--- src/rtl/pwm_gen_mc.sv ---
// Multi-channel PWM generator: one shared edge/center-aligned timebase, NCH compare
// channels, shadowed period/duty that switch over only at a PWM-cycle boundary.
module pwm_gen_mc #(
    parameter int CNT_W = 16,
    parameter int NCH   = 4
) (
    input  logic               clk,
    input  logic               rst_n,
    input  logic               en,
    input  logic               mode,
    input  logic [CNT_W-1:0]   period,
    input  logic [NCH*CNT_W-1:0] duty,
    input  logic               load,
    input  logic [NCH-1:0]     pol,
    output logic [NCH-1:0]     pwm_out,
    output logic               period_end,
    output logic               load_ack
);

    typedef enum logic {DIR_UP, DIR_DOWN} dir_t;

    dir_t                 r_dir;
    logic [CNT_W-1:0]     r_cnt;
    logic [CNT_W-1:0]     r_per_act;
    logic [CNT_W-1:0]     r_per_pend;
    logic [NCH*CNT_W-1:0] r_duty_act;
    logic [NCH*CNT_W-1:0] r_duty_pend;
    logic                 r_mode_act;
    logic                 r_pend;

    logic [CNT_W-1:0]     w_per_eff;
    logic [CNT_W-1:0]     w_last;
    logic                 w_bnd;
    logic                 w_xfer;
    logic [NCH-1:0]       w_raw;

    assign w_per_eff = (r_per_act == '0) ? CNT_W'(1) : r_per_act;
    assign w_last    = w_per_eff - CNT_W'(1);
    assign w_bnd     = r_mode_act ? (r_dir == DIR_DOWN && r_cnt == '0) : (r_cnt == w_last);
    // While disabled every cycle acts as a transfer point, so loads apply immediately.
    assign w_xfer    = (!en || w_bnd) && (load || r_pend);

    always_comb begin
        w_raw = '0;
        for (int unsigned i = 0; i < NCH; i++)
            w_raw[i] = r_cnt < r_duty_act[i*CNT_W +: CNT_W];
    end

    always_ff @(posedge clk) begin
        if (!rst_n) begin
            r_cnt       <= '0;
            r_dir       <= DIR_UP;
            r_per_act   <= CNT_W'(1);
            r_per_pend  <= '0;
            r_duty_act  <= '0;
            r_duty_pend <= '0;
            r_mode_act  <= 1'b0;
            r_pend      <= 1'b0;
            pwm_out     <= '0;
            period_end  <= 1'b0;
            load_ack    <= 1'b0;
        end else begin
            load_ack <= w_xfer;
            if (w_xfer) begin
                r_per_act  <= load ? period : r_per_pend;
                r_duty_act <= load ? duty   : r_duty_pend;
                r_pend     <= 1'b0;
            end else if (load) begin
                r_per_pend  <= period;
                r_duty_pend <= duty;
                r_pend      <= 1'b1;
            end

            if (!en) begin
                r_cnt      <= '0;
                r_dir      <= DIR_UP;
                r_mode_act <= mode;
                pwm_out    <= pol;
                period_end <= 1'b0;
            end else begin
                pwm_out    <= w_raw ^ pol;
                period_end <= w_bnd;
                // Both modes restart from 0 counting up, so a mode switch here is seamless.
                if (w_bnd) begin
                    r_cnt      <= '0;
                    r_dir      <= DIR_UP;
                    r_mode_act <= mode;
                end else if (!r_mode_act) begin
                    r_cnt <= r_cnt + CNT_W'(1);
                end else if (r_dir == DIR_UP) begin
                    if (r_cnt == w_last)
                        r_dir <= DIR_DOWN;
                    else
                        r_cnt <= r_cnt + CNT_W'(1);
                end else begin
                    r_cnt <= r_cnt - CNT_W'(1);
                end
            end
        end
    end

endmodule

--- config.mk ---
export PLATFORM = sky130hd
export DESIGN_NAME = pwm_gen_mc
export DESIGN_NICKNAME = d
export VERILOG_FILES = /design/src/rtl/pwm_gen_mc.sv
export SDC_FILE = /design/constraint.sdc
export NUM_CORES = 1
export LEC_CHECK = 0
export ABC_AREA = 1
export BUFFER_PORTS_ARGS = -buffer_cell sky130_fd_sc_hd__buf_2
export CAP_MARGIN = 25
export CORE_MARGIN = 1
export CORE_UTILIZATION = 55
export CTS_CLUSTER_SIZE = 24
export DETAILED_ROUTE_END_ITERATION = 12
export GPL_TIMING_DRIVEN = 0
export PLACE_DENSITY = 0.77
export SLEW_MARGIN = 20
export SYNTH_ARGS = -nofsm -noshare
export SYNTH_HDL_FRONTEND = slang
export SYNTH_SLANG_ARGS = --single-unit
export TNS_END_PERCENT = 5
--- constraint.sdc ---
create_clock -name clk -period 2.9 [get_ports clk]
set_input_delay 0 -clock clk [delete_from_list [all_inputs] [get_ports clk]]
set_output_delay 0 -clock clk [all_outputs]
set_load 0.01 [all_outputs]
==> summary.md, run 1 <==
| Metric | Value |
|---|---|
| Fmax achieved | `0.336 GHz` |
| Wire length on met3 | `2.88 mm` |
| Die H | `146 µm` |
| Worst hold path type | `in2reg` |
| Commonest non-fill, non-tap cell in the layout | `nand2_1` |
| Crit-path max FO | `10` |
| Die X | `146 µm` |
| Final GP Congestion | `0.989` |
| RSZ-0062 raised after global routing | `yes` |
| Net Count, Synth | `1700` |
| Std cell rows | `52` |
| Leak | `6.64 nW` |
| Ratio of cells with drive above 1 in the final layout | `19.9%` |
| Via density per instance | `5.95` |
| TritonRoute pass-1 iters | `6` |
| Wire length per cell | `17.9 µm` |
| Final Worst Setup Slack | `-73.9 ps` |
| Clk pwr share | `34.5%` |
| Global route overflow | `0` |
| Failing checks | `setup timing` |
| Status | `finished with violations` |
| Post-synth EDFFs | `0` |
| Sequential fraction of the synthesis area | `32.5%` |
| Clock Sinks | `185` |
| Setup TNS | `-1870 ps` |
| Tmin final | `2970 ps` |
| Startpoint type of the worst setup path | `register` |
| Sequential share of power | `40.5%` |
| Post-synth cell types | `41` |
| Post-DRT Antenna Nets | `0` |
| Starting Density | `56.2%` |
| Max-Cap Viols | `0` |
| Worst Path Arrival | `3360 ps` |
| Final net count | `1924` |
| Area Growth Syn to Fin | `25.4%` |
| Worst EP required | `3280 ps` |
| DR DRC count | `0` |
| Total number of vias | `12200` |
| Die area | `0.0213 mm²` |
| Number of I/O port buffers | `91` |
| Worst VDD drop | `412 µV` |
| Rel. slew slack | `36.9%` |
| Final clock skew | `10.4 ps` |
| Internal power | `4.71 mW` |
| Cell area power density | `486 mW/mm²` |
| Mean Syn Cell Area | `7.36 µm²` |
| Final Max Tran Viols | `0` |
| Clock-pin transition on the worst setup and hold timing paths | `70 ps` |
| Switching share of power | `32.1%` |
| Metal2 WL | `17.2 mm` |
| Largest net degree at the start of global routing | `17` |
| Fin. Hold Viols | `0` |
| Placed wire-length estimate | `24.1 mm` |
| Core Region | `0.0202 mm²` |
| Layout fillers | `1570` |
| Delay of the slowest cell on the worst path | `370 ps` |
| Psw | `2.22 mW` |
| CTS max path bufs | `2` |
| Final setup violation count | `88` |
| Mapped Cells | `1547` |
| IO Pins | `95` |
| H-tree depth | `4` |
| DP Worst Slack | `-681 ps` |
| Initial antenna violation count | `1` |
| Clk_lat worst skew | `450 ps` |
| Yosys warns | `0` |
| Highest Signal Layer | `met4` |
| Global Route Usage Sum | `33.7%` |
| Gate power share | `25.0%` |
| Tcrit/Tclk final | `103%` |
| Synth Cell Area | `0.0114 mm²` |
| Detailed Route Iter0 Violations | `1204` |
| Vias in the first global route | `11700` |
| Commonest non-fill, non-tap cells in the layout | `308 x nand2_1, 189 x nand3_1, 189 x nand4_1, 169 x dfxtp_1, 121 x inv_1` |
| Post-synthesis register bit count | `185` |
| Overall power | `6.93 mW` |
| Synth Flop Type | `dfxtp_1` |
| CP endpoint kind | `register` |
| Reg area | `0.00375 mm²` |
| Ys async rst share | `0%` |
| Number of buffers created by CTS | `17` |
| Slew @ Worst Pin | `947 ps` |
| CP dominant cell by count | `nand2_1` |
| TritonCTS clock tree | `yes` |
| First-pass GRT wire length | `57.6 mm` |
| Wl on met1 | `14.8 mm` |
| CP Cell Sequence | `nor2_1 > nand2_1 > nor2_2 > nand2_2 > nand2_2 > inv_2 > ha_4 > nand2_8 > inv_1 > nand2_1 > nand2_1 > nand3_2 > nand2_2 > nor2_2 > nand3_1 > nor2_2 > nand3_2 > nand3_4 > buf_12 > buf_4 > nand4_1 > nand2_1` |
| Slowest cell on crit path | `dfxtp_4` |
| Multi-input gate area | `0.00682 mm²` |
| Clk root buf | `clkbuf_16` |
| Critical Setup Path Class | `reg2reg` |
| Drt total wl | `36.8 mm` |
## path summary, 6_finish.rpt
| kind | cells after the start | startpoint | slack [ps] | end |
|---|---|---|---|---|
| worst max-delay path | 22 | r_per_act[15] | -70 | r_duty_act[18] |
| worst min-delay path | 4 | duty[0] | 30 | r_duty_pend[0] |
| worst max register to register | 22 | r_per_act[15] | -70 | r_duty_act[18] |
| worst min register to register | 2 | r_duty_act[8] | 460 | r_duty_act[8] |
## metrics by stage
stage	hold WS, ps	area, µm²	utilization (%)	instances
after global placement	246	12200	60.2	1908
final	28.4	14300	70.5	2055
after CTS	1.80	13900	68.8	2044
after global routing	38.1	14300	70.5	2054
after detailed placement	262	12200	60.2	1908
after floorplan	143	11400	-	1547
## power groups by stage
stage | combinational [mW] | sequential [mW] | clock, mW
after global routing | 1.88 | 2.82 | 2.50
after floorplan | 1.01 | 2.84 | 0
after global placement | 1.37 | 2.85 | 0
after CTS | 1.58 | 2.80 | 2.38
after detailed placement | 1.39 | 2.86 | 0
final | 1.73 | 2.81 | 2.39
## worst max-delay path: cells and delay by family (launching register included)
kind                       cells  cell delay [ps]
and+or+nand+nor               17             1900
buffers and inverters          4              450
DFF                            1              370
adders and majority gates      1              180
## synthesized netlist by cell type, drive strengths merged (33+ instances only)
cell	instances	share of area [%]
mux2	80	7.9
nand3	208	9.3
buf	41	2.5
a21oi	46	2.0
nor2	65	2.3
nand4	190	11
o21ai	39	1.7
dfxtp	185	33
clkbuf	80	2.6
xor2	33	2.5
nand2	325	11
ha	64	7.0
inv	128	4.2
## area by class of cell
type,instances,area share [%]
Multi-Input combinational cell,1111,47.8
Clock buffer,18,3.08
Buffer,121,4.92
Timing Repair Buffer,204,11.0
Sequential cell,185,26.3
Tap cell,270,2.37
Clock inverter,13,1.00
Antenna cell,2,0.0351
Inverter,131,3.45
## registers in the layout, summed over array words and instances (netlist names)
name	count
load_ack	1
period_end	1
pwm_out	4
r_cnt	16
r_dir	1
r_duty_act	64
r_duty_pend	64
r_mode_act	1
r_pend	1
r_per_act	16
r_per_pend	16
## routing by layer
metal	up-vias	GRT usage (%)
met5	-	0
li1	5785	-
met4	0	19.1
met1	5708	41.8
met3	152	5.92
met2	581	55.4
## cells by family after synthesis
logic type | count (synthesis) | share of synthesized area [%]
AO/OA/AOI/OAI | 97 | 4.52
XOR/XNOR | 44 | 3.51
adder cells (fa/ha/maj) | 64 | 7.04
buffers and inverters | 252 | 9.46
flip-flops | 185 | 32.5
multiplexers | 81 | 8.00
AND/OR/NAND/NOR | 824 | 34.9
## what timing repair did
| action | in CTS | in global routing |
|---|---|---|
| setup endpoints to repair | 180 | 180 |
| hold endpoints to repair | 140 | 0 |
| gates resized for setup | 57 | 82 |
| hold buffers | 84 | 0 |
| buffers inserted | 19 | 7 |
| gates cloned | 2 | 2 |
| pin swaps | 12 | 24 |
Note: power is estimated with default switching activity, not from simulation.
==> inputs of run 2 (changes only) <==
--- a/config.mk
+++ b/config.mk
@@ -12,7 +12,6 @@
 export CORE_UTILIZATION = 55
 export CTS_CLUSTER_SIZE = 24
 export DETAILED_ROUTE_END_ITERATION = 12
-export GPL_TIMING_DRIVEN = 0
 export PLACE_DENSITY = 0.77
 export SLEW_MARGIN = 20
 export SYNTH_ARGS = -nofsm -noshare
==> run 2 against run 1 <==
Compared with the run above:
- the run still ends with setup timing left
- global-route usage decreased by 0.95 points
- core utilization is 2.6 points higher
- wire length is 1.6% higher
- die area unchanged
- non-clock buffer count fell by 23
- fmax hardly changed
- clock power is essentially flat
- hold slack improved by 25 ps
- critical endpoint is now r_duty_act[15]
- largest power group unchanged
==> summary.md, run 2 (synthesis results as in run 1) <==
| Metric | Value |
|---|---|
| Std cell rows | `52 (unchanged)` |
| Critical Setup Path Class | `reg2reg` |
| Wire length per cell | `18.4 µm (+2.9%)` |
| Drt total wl | `37.4 mm (+1.6%)` |
| Placed wire-length estimate | `19.9 mm (-17%)` |
| Via density per instance | `6.04 (+1.5%)` |
| Fin. Hold Viols | `0 (unchanged)` |
| Worst EP required | `3280 ps (about the same)` |
| Area Growth Syn to Fin | `30.0%` |
| Tcrit/Tclk final | `103% (about the same)` |
| Post-DRT Antenna Nets | `0 (unchanged)` |
| Clk root buf | `clkbuf_16` |
| Largest net degree at the start of global routing | `104 (+87)` |
| RSZ-0062 raised after global routing | `yes` |
| Clk_lat worst skew | `440 ps (about the same)` |
| Final clock skew | `9.55 ps (-0.849 ps)` |
| Worst Setup SP | `r_per_act[12]` |
| Fmax achieved | `0.336 GHz (about the same)` |
| Final setup violation count | `83 (-5.7%)` |
| CP Cell Sequence | `nor2_1 > nand2_2 > nor2_4 > nand2_2 > nand2_4 > inv_4 > ha_4 > nand2_4 > nor2_4 > buf_4 > xor2_1 > nand2_1 > nand2_2 > nor2_2 > nand3_2 > nor2_4 > nand3_4 > nand3_4 > buf_12 > clkbuf_16 > buf_12 > nand4_1 > nand2_1` |
| Worst hold path type | `in2reg` |
| Final net count | `1900 (-1.2%)` |
| Layout fillers | `1366 (-13%)` |
| Initial antenna violation count | `0 (-1)` |
| Overall power | `7.16 mW (+3.2%)` |
| Clock Sinks | `185 (unchanged)` |
| Worst VDD drop | `455 µV (+10%)` |
| Status | `finished with violations` |
| Core Region | `0.0202 mm² (unchanged)` |
| CTS max path bufs | `2 (unchanged)` |
| H-tree depth | `4 (unchanged)` |
| Rel. slew slack | `57.3% (+20 points)` |
| First-pass GRT wire length | `56.4 mm (-2.0%)` |
| Diode count | `0 (-2)` |
| Crit-path max FO | `7 (-3)` |
| Final GP Congestion | `0.930 (-6.0%)` |
| CP endpoint kind | `register` |
| Reg area | `0.00372 mm² (-0.87%)` |
| Leak | `6.95 nW (+4.7%)` |
| Post-route insts no fill | `2030 (-1.2%)` |
| Vias in the first global route | `11600 (-0.54%)` |
| Total number of vias | `12300 (+0.27%)` |
| Startpoint type of the worst setup path | `register` |
| R2r startpoint | `r_per_act[12]` |
| Die area | `0.0213 mm² (unchanged)` |
| Final Max Tran Viols | `0 (unchanged)` |
| Die X | `146 µm (unchanged)` |
| Placed Instances | `1858 (-2.6%)` |
| Largest registers | `r_duty_act x64, r_duty_pend x64` |
| DR DRC count | `0 (unchanged)` |
| Ratio of cells with drive above 1 in the final layout | `23.9% (+4.0 points)` |
| DP Worst Slack | `-53.3 ps (+627 ps)` |
| Final Worst Setup Slack | `-74.0 ps (-0.0846 ps)` |
| Switching share of power | `31.6% (-0.49 points)` |
| Detailed Route Iter0 Violations | `1206 (+0.17%)` |
| Cell area power density | `484 mW/mm² (-0.43%)` |
| Commonest non-fill, non-tap cells in the layout | `305 x nand2_1, 189 x nand4_1, 185 x nand3_1, 173 x dfxtp_1, 119 x inv_1` |
| IO Pins | `95 (unchanged)` |
| Clk pwr share | `33.4% (-1.1 points)` |
| Hold Path Origin | `rst_n` |
| Psw | `2.26 mW (+1.7%)` |
| Global route overflow | `0 (unchanged)` |
| Commonest non-fill, non-tap cell in the layout | `nand2_1` |
| Cell Area, Placed | `0.0123 mm² (+0.98%)` |
| Global Route Usage Sum | `32.8% (-0.95 points)` |
| Slew @ Worst Pin | `639 ps (-307 ps)` |
| Clock-pin transition on the worst setup and hold timing paths | `70 ps (about the same)` |
| Gate power share | `27.4% (+2.4 points)` |
| Slowest cell on crit path | `dfxtp_2` |
| Design area | `0.0148 mm² (+3.7%)` |
| Number of buffers created by CTS | `17 (unchanged)` |
| Die H | `146 µm (unchanged)` |
| Number of I/O port buffers | `94 (+3.3%)` |
| Multi-input gate area | `0.00690 mm² (+1.1%)` |
| Failing checks | `setup timing` |
| TritonCTS clock tree | `yes` |
| Delay of the slowest cell on the worst path | `340 ps (-30 ps)` |
| Worst Path Arrival | `3350 ps (about the same)` |
| Internal power | `4.90 mW (+4.0%)` |
| Sequential share of power | `39.3% (-1.2 points)` |
| Tmin final | `2970 ps (+0.0846 ps)` |
| Starting Density | `56.2% (unchanged)` |
| Max-Cap Viols | `0 (unchanged)` |
| TritonRoute pass-1 iters | `5 (-1)` |
-- run 2: power by group through the flow --
stage | Sequential (mW) | Combinational, mW | Clock, mW
2_1_floorplan | 2.84 | 1.01 | 0
3_3_place_gp | 2.84 | 1.41 | 0
3_5_place_dp | 2.85 | 1.43 | 0
4_1_cts | 2.79 | 1.71 | 2.38
5_1_grt | 2.82 | 2.10 | 2.50
6_report | 2.81 | 1.96 | 2.39
-- run 2: area by class of cell --
class	count	share of cell area (%)
multi-input cells	1110	46.6
flip-flops and latches	185	25.2
repair buffers	302	18.6
inverters	131	3.37
clock buffers	23	3.16
well taps	270	2.28
clock inverters	9	0.770
-- run 2: through the flow --
stage	setup TNS, ps	utilization (%)	hold WS (ps)
after floorplan	0	-	143
after global placement	0	60.7	250
after detailed placement	-1750	60.7	255
after CTS	0	70.6	33.4
after global routing	-24010	73.1	71.4
final	-2040	73.1	53.3
-- run 2: critical path: cells and delay by family, from the launching register on --
| family | cells | cell delay [ps] |
|---|---|---|
| xor gates and xnor gates | 1 | 140 |
| adders and majority gates | 1 | 170 |
| buffers and inverters | 5 | 660 |
| DFF | 1 | 340 |
| and+or+nand+nor | 16 | 1610 |
-- run 2: repair_timing --
action	CTS	global route
hold buffers	87	0
pin swaps	11	102
gates cloned	7	7
resized for setup	26	90
buffers inserted	32	7
endpoints found under the hold margin	157	0
setup endpoints to repair	160	180
-- run 2: final timing paths --
path | cells after the start | slack (ps) | end
max | 23 | -70 | r_duty_act[15]
min | 3 | 50 | period_end
max reg2reg | 23 | -70 | r_duty_act[15]
min reg2reg | 2 | 450 | r_per_pend[11]
-- run 2: metal layers --
layer	share of wire, %	track usage, %	vias up
li1	-	-	5736
met1	39	39.7	5712
met2	47	54.8	652
met3	8.7	6.74	159
met4	5.0	17.3	0
met5	0	0	-
